$ cat src/rtl/mem_wb.sv
`default_nettype none
// ============================================================================
// Module  : mem_wb
// Brief   : MEM/WB pipeline register with write-back mux, retire counter and
//           sticky halt flag.
// Revision: 1.0 - initial release
// ============================================================================
module mem_wb #(
    parameter int CNT_W = 32
) (
    input  logic             clk,
    input  logic             rst,
    input  logic [31:0]      instruction,
    input  logic [14:0]      ctrl_msg,
    input  logic [31:0]      alu,
    input  logic [31:0]      mem_data,
    input  logic [31:0]      pc4,
    input  logic             valid_in,
    input  logic             go,
    input  logic             clear,
    output logic [31:0]      instruction_out,
    output logic [14:0]      ctrl_msg_out,
    output logic [31:0]      wb_data,
    output logic [4:0]       wb_reg,
    output logic             wb_en,
    output logic             valid_out,
    output logic [CNT_W-1:0] retired,
    output logic             halted
);

    localparam logic [4:0]       c_LINK_REG = 5'd31;
    localparam logic [CNT_W-1:0] c_CNT_ONE  = {{(CNT_W-1){1'b0}}, 1'b1};

    logic [31:0]      r_instruction;
    logic [14:0]      r_ctrl;
    logic [31:0]      r_wb_data;
    logic [4:0]       r_wb_reg;
    logic             r_valid;
    logic [CNT_W-1:0] r_retired;
    logic             r_halted;

    logic [31:0]      w_wb_data;
    logic [4:0]       w_wb_reg;
    logic             w_commit;
    logic             w_halt;

    always_comb begin
        w_wb_data = alu;
        w_wb_reg  = instruction[20:16];
        // jal outranks mem_to_reg; the link register is fixed
        if (ctrl_msg[2]) begin
            w_wb_data = pc4;
        end else if (ctrl_msg[1]) begin
            w_wb_data = mem_data;
        end
        if (ctrl_msg[2]) begin
            w_wb_reg = c_LINK_REG;
        end else if (ctrl_msg[4]) begin
            w_wb_reg = instruction[15:11];
        end
        w_commit = valid_in & (ctrl_msg[0] | ctrl_msg[3]);
        w_halt   = valid_in & ctrl_msg[3];
    end

    always_ff @(posedge clk) begin
        if (rst) begin
            r_instruction <= '0;
            r_ctrl        <= '0;
            r_wb_data     <= '0;
            r_wb_reg      <= '0;
            r_valid       <= 1'b0;
            r_retired     <= '0;
            r_halted      <= 1'b0;
        end else if (r_halted) begin
            // frozen until reset
        end else if (clear) begin
            // counter and halt flag are architectural state, not stage data
            r_instruction <= '0;
            r_ctrl        <= '0;
            r_wb_data     <= '0;
            r_wb_reg      <= '0;
            r_valid       <= 1'b0;
        end else if (go) begin
            r_instruction <= instruction;
            r_ctrl        <= ctrl_msg;
            r_wb_data     <= w_wb_data;
            r_wb_reg      <= w_wb_reg;
            r_valid       <= valid_in;
            if (w_commit) begin
                r_retired <= r_retired + c_CNT_ONE;
            end
            if (w_halt) begin
                r_halted <= 1'b1;
            end
        end
    end

    assign instruction_out = r_instruction;
    assign ctrl_msg_out    = r_ctrl;
    assign wb_data         = r_wb_data;
    assign wb_reg          = r_wb_reg;
    assign wb_en           = r_valid & r_ctrl[0];
    assign valid_out       = r_valid;
    assign retired         = r_retired;
    assign halted          = r_halted;

endmodule
`default_nettype wire

$ cat config.mk
export PLATFORM = sky130hd
export DESIGN_NAME = mem_wb
export DESIGN_NICKNAME = d
export VERILOG_FILES = /design/src/rtl/mem_wb.sv
export SDC_FILE = /design/constraint.sdc
export NUM_CORES = 1
export LEC_CHECK = 0
export ABC_CLOCK_PERIOD_IN_PS = 3300
export BUFFER_PORTS_ARGS = -buffer_cell sky130_fd_sc_hd__buf_4
export CAP_MARGIN = 20
export CORE_UTILIZATION = 28
export CTS_BUF_LIST = sky130_fd_sc_hd__clkbuf_16
export DETAILED_ROUTE_END_ITERATION = 10
export GPL_TIMING_DRIVEN = 0
export SLEW_MARGIN = 20
export SYNTH_ARGS = -nofsm -noshare
export SYNTH_HDL_FRONTEND = slang
export SYNTH_SLANG_ARGS = --single-unit
$ cat constraint.sdc
create_clock -name clk -period 3.3 [get_ports clk]
set_input_delay 0.99 -clock clk [delete_from_list [all_inputs] [get_ports clk]]
set_output_delay 0.99 -clock clk [all_outputs]
set_load 0.01 [all_outputs]
==> flow_summary.json <==
{
  "status": "finished with violations",
  "violations": "DRC",
  "startpoint": "clear",
  "ff2ff_path_depth": 6,
  "setup.worst_path.end_class": "flip-flop",
  "syn_avg_cell_area_um2": 8.61,
  "crit_family": "buffers and inverters",
  "finalSetupTns_ns": 0,
  "cts_buffers": 17,
  "met2_wirelength_um": 9180,
  "cts_max_level": 4,
  "slew_violations": 0,
  "ioPinCount": 267,
  "required_ns": 3.64,
  "critPathLaunchType": "input pin",
  "clock_path_buffers": 2,
  "dieWidth_um": 138,
  "fin_crit_sh_pct": 89.0,
  "setup_slack_ns": 0.363,
  "stdcell_area_mm2": 0.00793,
  "reg2reg_from": "halted$_SDFF_PP0_",
  "area_growth_pct": 52.4,
  "combPwrFrac_pct": 13.5,
  "fin_skew_ns": 0.00572,
  "min_period_ns": 2.94,
  "syn-num-nets": 754,
  "start_util_pct": 28.8,
  "pwr-share-seq_pct": 42.7,
  "root_buffer": "clkbuf_16",
  "power.internal_mw": 2.61,
  "highest_layer": "met4",
  "dr_wl_met3_um": 1300,
  "track_usage_pct": 20.1,
  "cpPeakStageDelay_ns": 0.62,
  "die_area_mm2": 0.0191,
  "fp-row-count": 49,
  "port_buffers": 262,
  "cp_cell_sequence": "buf_4, nor3b_1, buf_2, clkbuf_1, clkbuf_1, o21ai_0, a21oi_1",
  "clk_pin_slew_ns": 0.05,
  "ant_nets": 0,
  "timing.critical_path.to": "wb_reg[4]$_SDFFE_PP0P_",
  "cts_resized": 0,
  "gp_congestion": 0.830,
  "firstDrtPassIters": 8,
  "syn_inst": 605,
  "worstSetupPathType": "input pin to flip-flop",
  "clk_latency_ns": 0.41,
  "synth_ff_type": "dfxtp_1",
  "critPathArrivalTime_ns": 3.27,
  "final-hold-violation-count": 0,
  "viasPerCell": 4.97,
  "drc": 20,
  "path_max_fanout": 10,
  "place_ws_ns": -0.0664,
  "clock_sinks": 118,
  "r2r-end": "wb_reg[4]$_SDFFE_PP0P_",
  "ir_drop_mv": 0.357,
  "hp-class": "flip-flop to flip-flop",
  "power.share.clock_pct": 43.9,
  "grt_pass1_wl_um": 29800,
  "sw_frac_of_total_pct": 25.0,
  "cts_tree": "done",
  "nets": 1035,
  "die_h_um": 138,
  "grt_overflow": 0,
  "r2r_slack_ns": 0.74,
  "post-cts-setup-buffer-count": 0,
  "power.density_mw_per_mm2": 440,
  "first_iter_violations": 330,
  "wl_met1_um": 8400,
  "placed_area_mm2": 0.00746,
  "rsz0062_at_grt": "false",
  "leakagePower_nw": 3.45,
  "vias": 5585,
  "max-slew-margin-rel_pct": 48.9,
  "worst_path_most_repeated_cell": "clkbuf_1",
  "syn_area_mm2": 0.00521,
  "first_global_vias": 5501,
  "yosys.cell_types.count": 34,
  "max_freq_ghz": 0.341,
  "yosysSeqAreaShare_pct": 45.4,
  "synth-seq-cells": 118,
  "cap_violations": 0,
  "synth-edff-count": 0,
  "slowest_stage": "clkbuf_1",
  "routed_wl_um": 19300,
  "post_drt_wl_per_cell_um": 17.1,
  "drive_above_1_share_pct": 33.7,
  "core_area_mm2": 0.0181,
  "num_antenna_cells": 0,
  "p_sw_uw": 874,
  "ctsHoldBuffers": 0,
  "place_hpwl_um": 14500,
  "setup_viol": 0,
  "antenna_found_initial": 0,
  "yosys_warnings": 0,
  "cp.depth": 7,
  "synthArstFlopShare_pct": 0,
  "grt_max_degree": 17,
  "tightest_slew_ns": 0.767,
  "crit_buf_inv": 4
}
## per-layer routing
metal | track usage, % | vias up
li1 | - | 2755
met1 | 24.1 | 2633
met2 | 33.4 | 169
met3 | 6.62 | 28
met4 | 7.33 | 0
met5 | 0 | -
## worst min-delay path, delay by kind of cell (launching register included)
family	cells	cell delay [ns]
flip-flops	1	0.31
AO/OA/AOI/OAI	1	0.05
AND/OR/NAND/NOR	1	0.05
## synth_stat cells (7+ instances only)
master | number | area share [%]
dfxtp_1 | 118 | 45
nor2_1 | 100 | 7.2
a22oi_1 | 80 | 12
nand2_1 | 47 | 3.4
o21ai_0 | 40 | 3.8
clkbuf_1 | 36 | 2.6
mux2i_1 | 33 | 6.3
a21oi_1 | 19 | 1.8
nand4_1 | 14 | 1.7
mux2_2 | 12 | 2.6
o31ai_1 | 12 | 1.7
or4_1 | 12 | 1.7
buf_1 | 11 | 0.79
nand3_1 | 11 | 1.1
nor2b_1 | 9 | 1.1
nor4_1 | 8 | 0.96
and3_1 | 7 | 0.84
## worst min-delay path by stage
stage | slack [ns] | to | startpoint | depth (start not counted)
after floorplan | 0.48 | wb_reg[0]$_SDFFE_PP0P_ | wb_reg[0]$_SDFFE_PP0P_ | 2
after global placement | 0.44 | wb_reg[1]$_SDFFE_PP0P_ | wb_reg[1]$_SDFFE_PP0P_ | 2
after detailed placement | 0.45 | wb_reg[1]$_SDFFE_PP0P_ | wb_reg[1]$_SDFFE_PP0P_ | 2
after CTS | 0.46 | wb_reg[1]$_SDFFE_PP0P_ | wb_reg[1]$_SDFFE_PP0P_ | 2
after global routing | 0.48 | wb_reg[0]$_SDFFE_PP0P_ | wb_reg[0]$_SDFFE_PP0P_ | 2
final | 0.46 | wb_reg[1]$_SDFFE_PP0P_ | wb_reg[1]$_SDFFE_PP0P_ | 2
## cell families (layout without fill, tap and decap cells)
family                     after synthesis  after routing  synth area share (%)
and+or+nand+nor                        224            224                  20.4
buffers and inverters                   53            343                  3.92
xor gates and xnor gates                 8              8                  1.35
adders and majority gates                1              1                 0.240
DFF                                    118            118                  45.4
AOI/OAI and AO/OA                      154            154                  19.4
muxes                                   47             47                  9.37
## cells in the final DEF, fill, tap and decap left out, types with 11 or more instances in the layout
cell,n
a21oi_1,19
a22oi_1,80
buf_1,11
buf_4,262
clkbuf_1,36
clkbuf_16,17
dfxtp_1,118
mux2_2,12
mux2i_1,33
nand2_1,47
nand3_1,11
nand4_1,14
nor2_1,100
o21ai_0,40
o31ai_1,12
or4_1,12
## final cells by class
cell class                      instances  area, µm²
Buffer                                 51        196
Clock buffer                           17        425
Clock inverter                         11       48.8
Fill cell                            1882      10200
Inverter                                2       7.51
Multi-Input combinational cell        434       2640
Sequential cell                       118       2360
Tap cell                              229        287
Timing Repair Buffer                  262       1970
## power by group through the flow
stage	Clock [mW]	Combinational, mW	Sequential (mW)
final	1.53	0.470	1.49
after global routing	1.63	0.511	1.49
after CTS	1.58	0.475	1.49
after detailed placement	0	0.473	1.52
after global placement	0	0.471	1.52
after floorplan	0	0.183	1.53
## per-stage QoR
stage / hold slack, ns / instances / total power, mW / utilization (%)
finish: 0.462 / 1124 / 3.49 / 43.9
global route: 0.479 / 1124 / 3.64 / 43.9
CTS: 0.461 / 1124 / 3.54 / 43.9
detailed placement: 0.452 / 1096 / 1.99 / 41.2
global placement: 0.443 / 1096 / 1.99 / 41.2
floorplan: 0.481 / 605 / 1.72 / -
(Power assumes the default switching activity.)
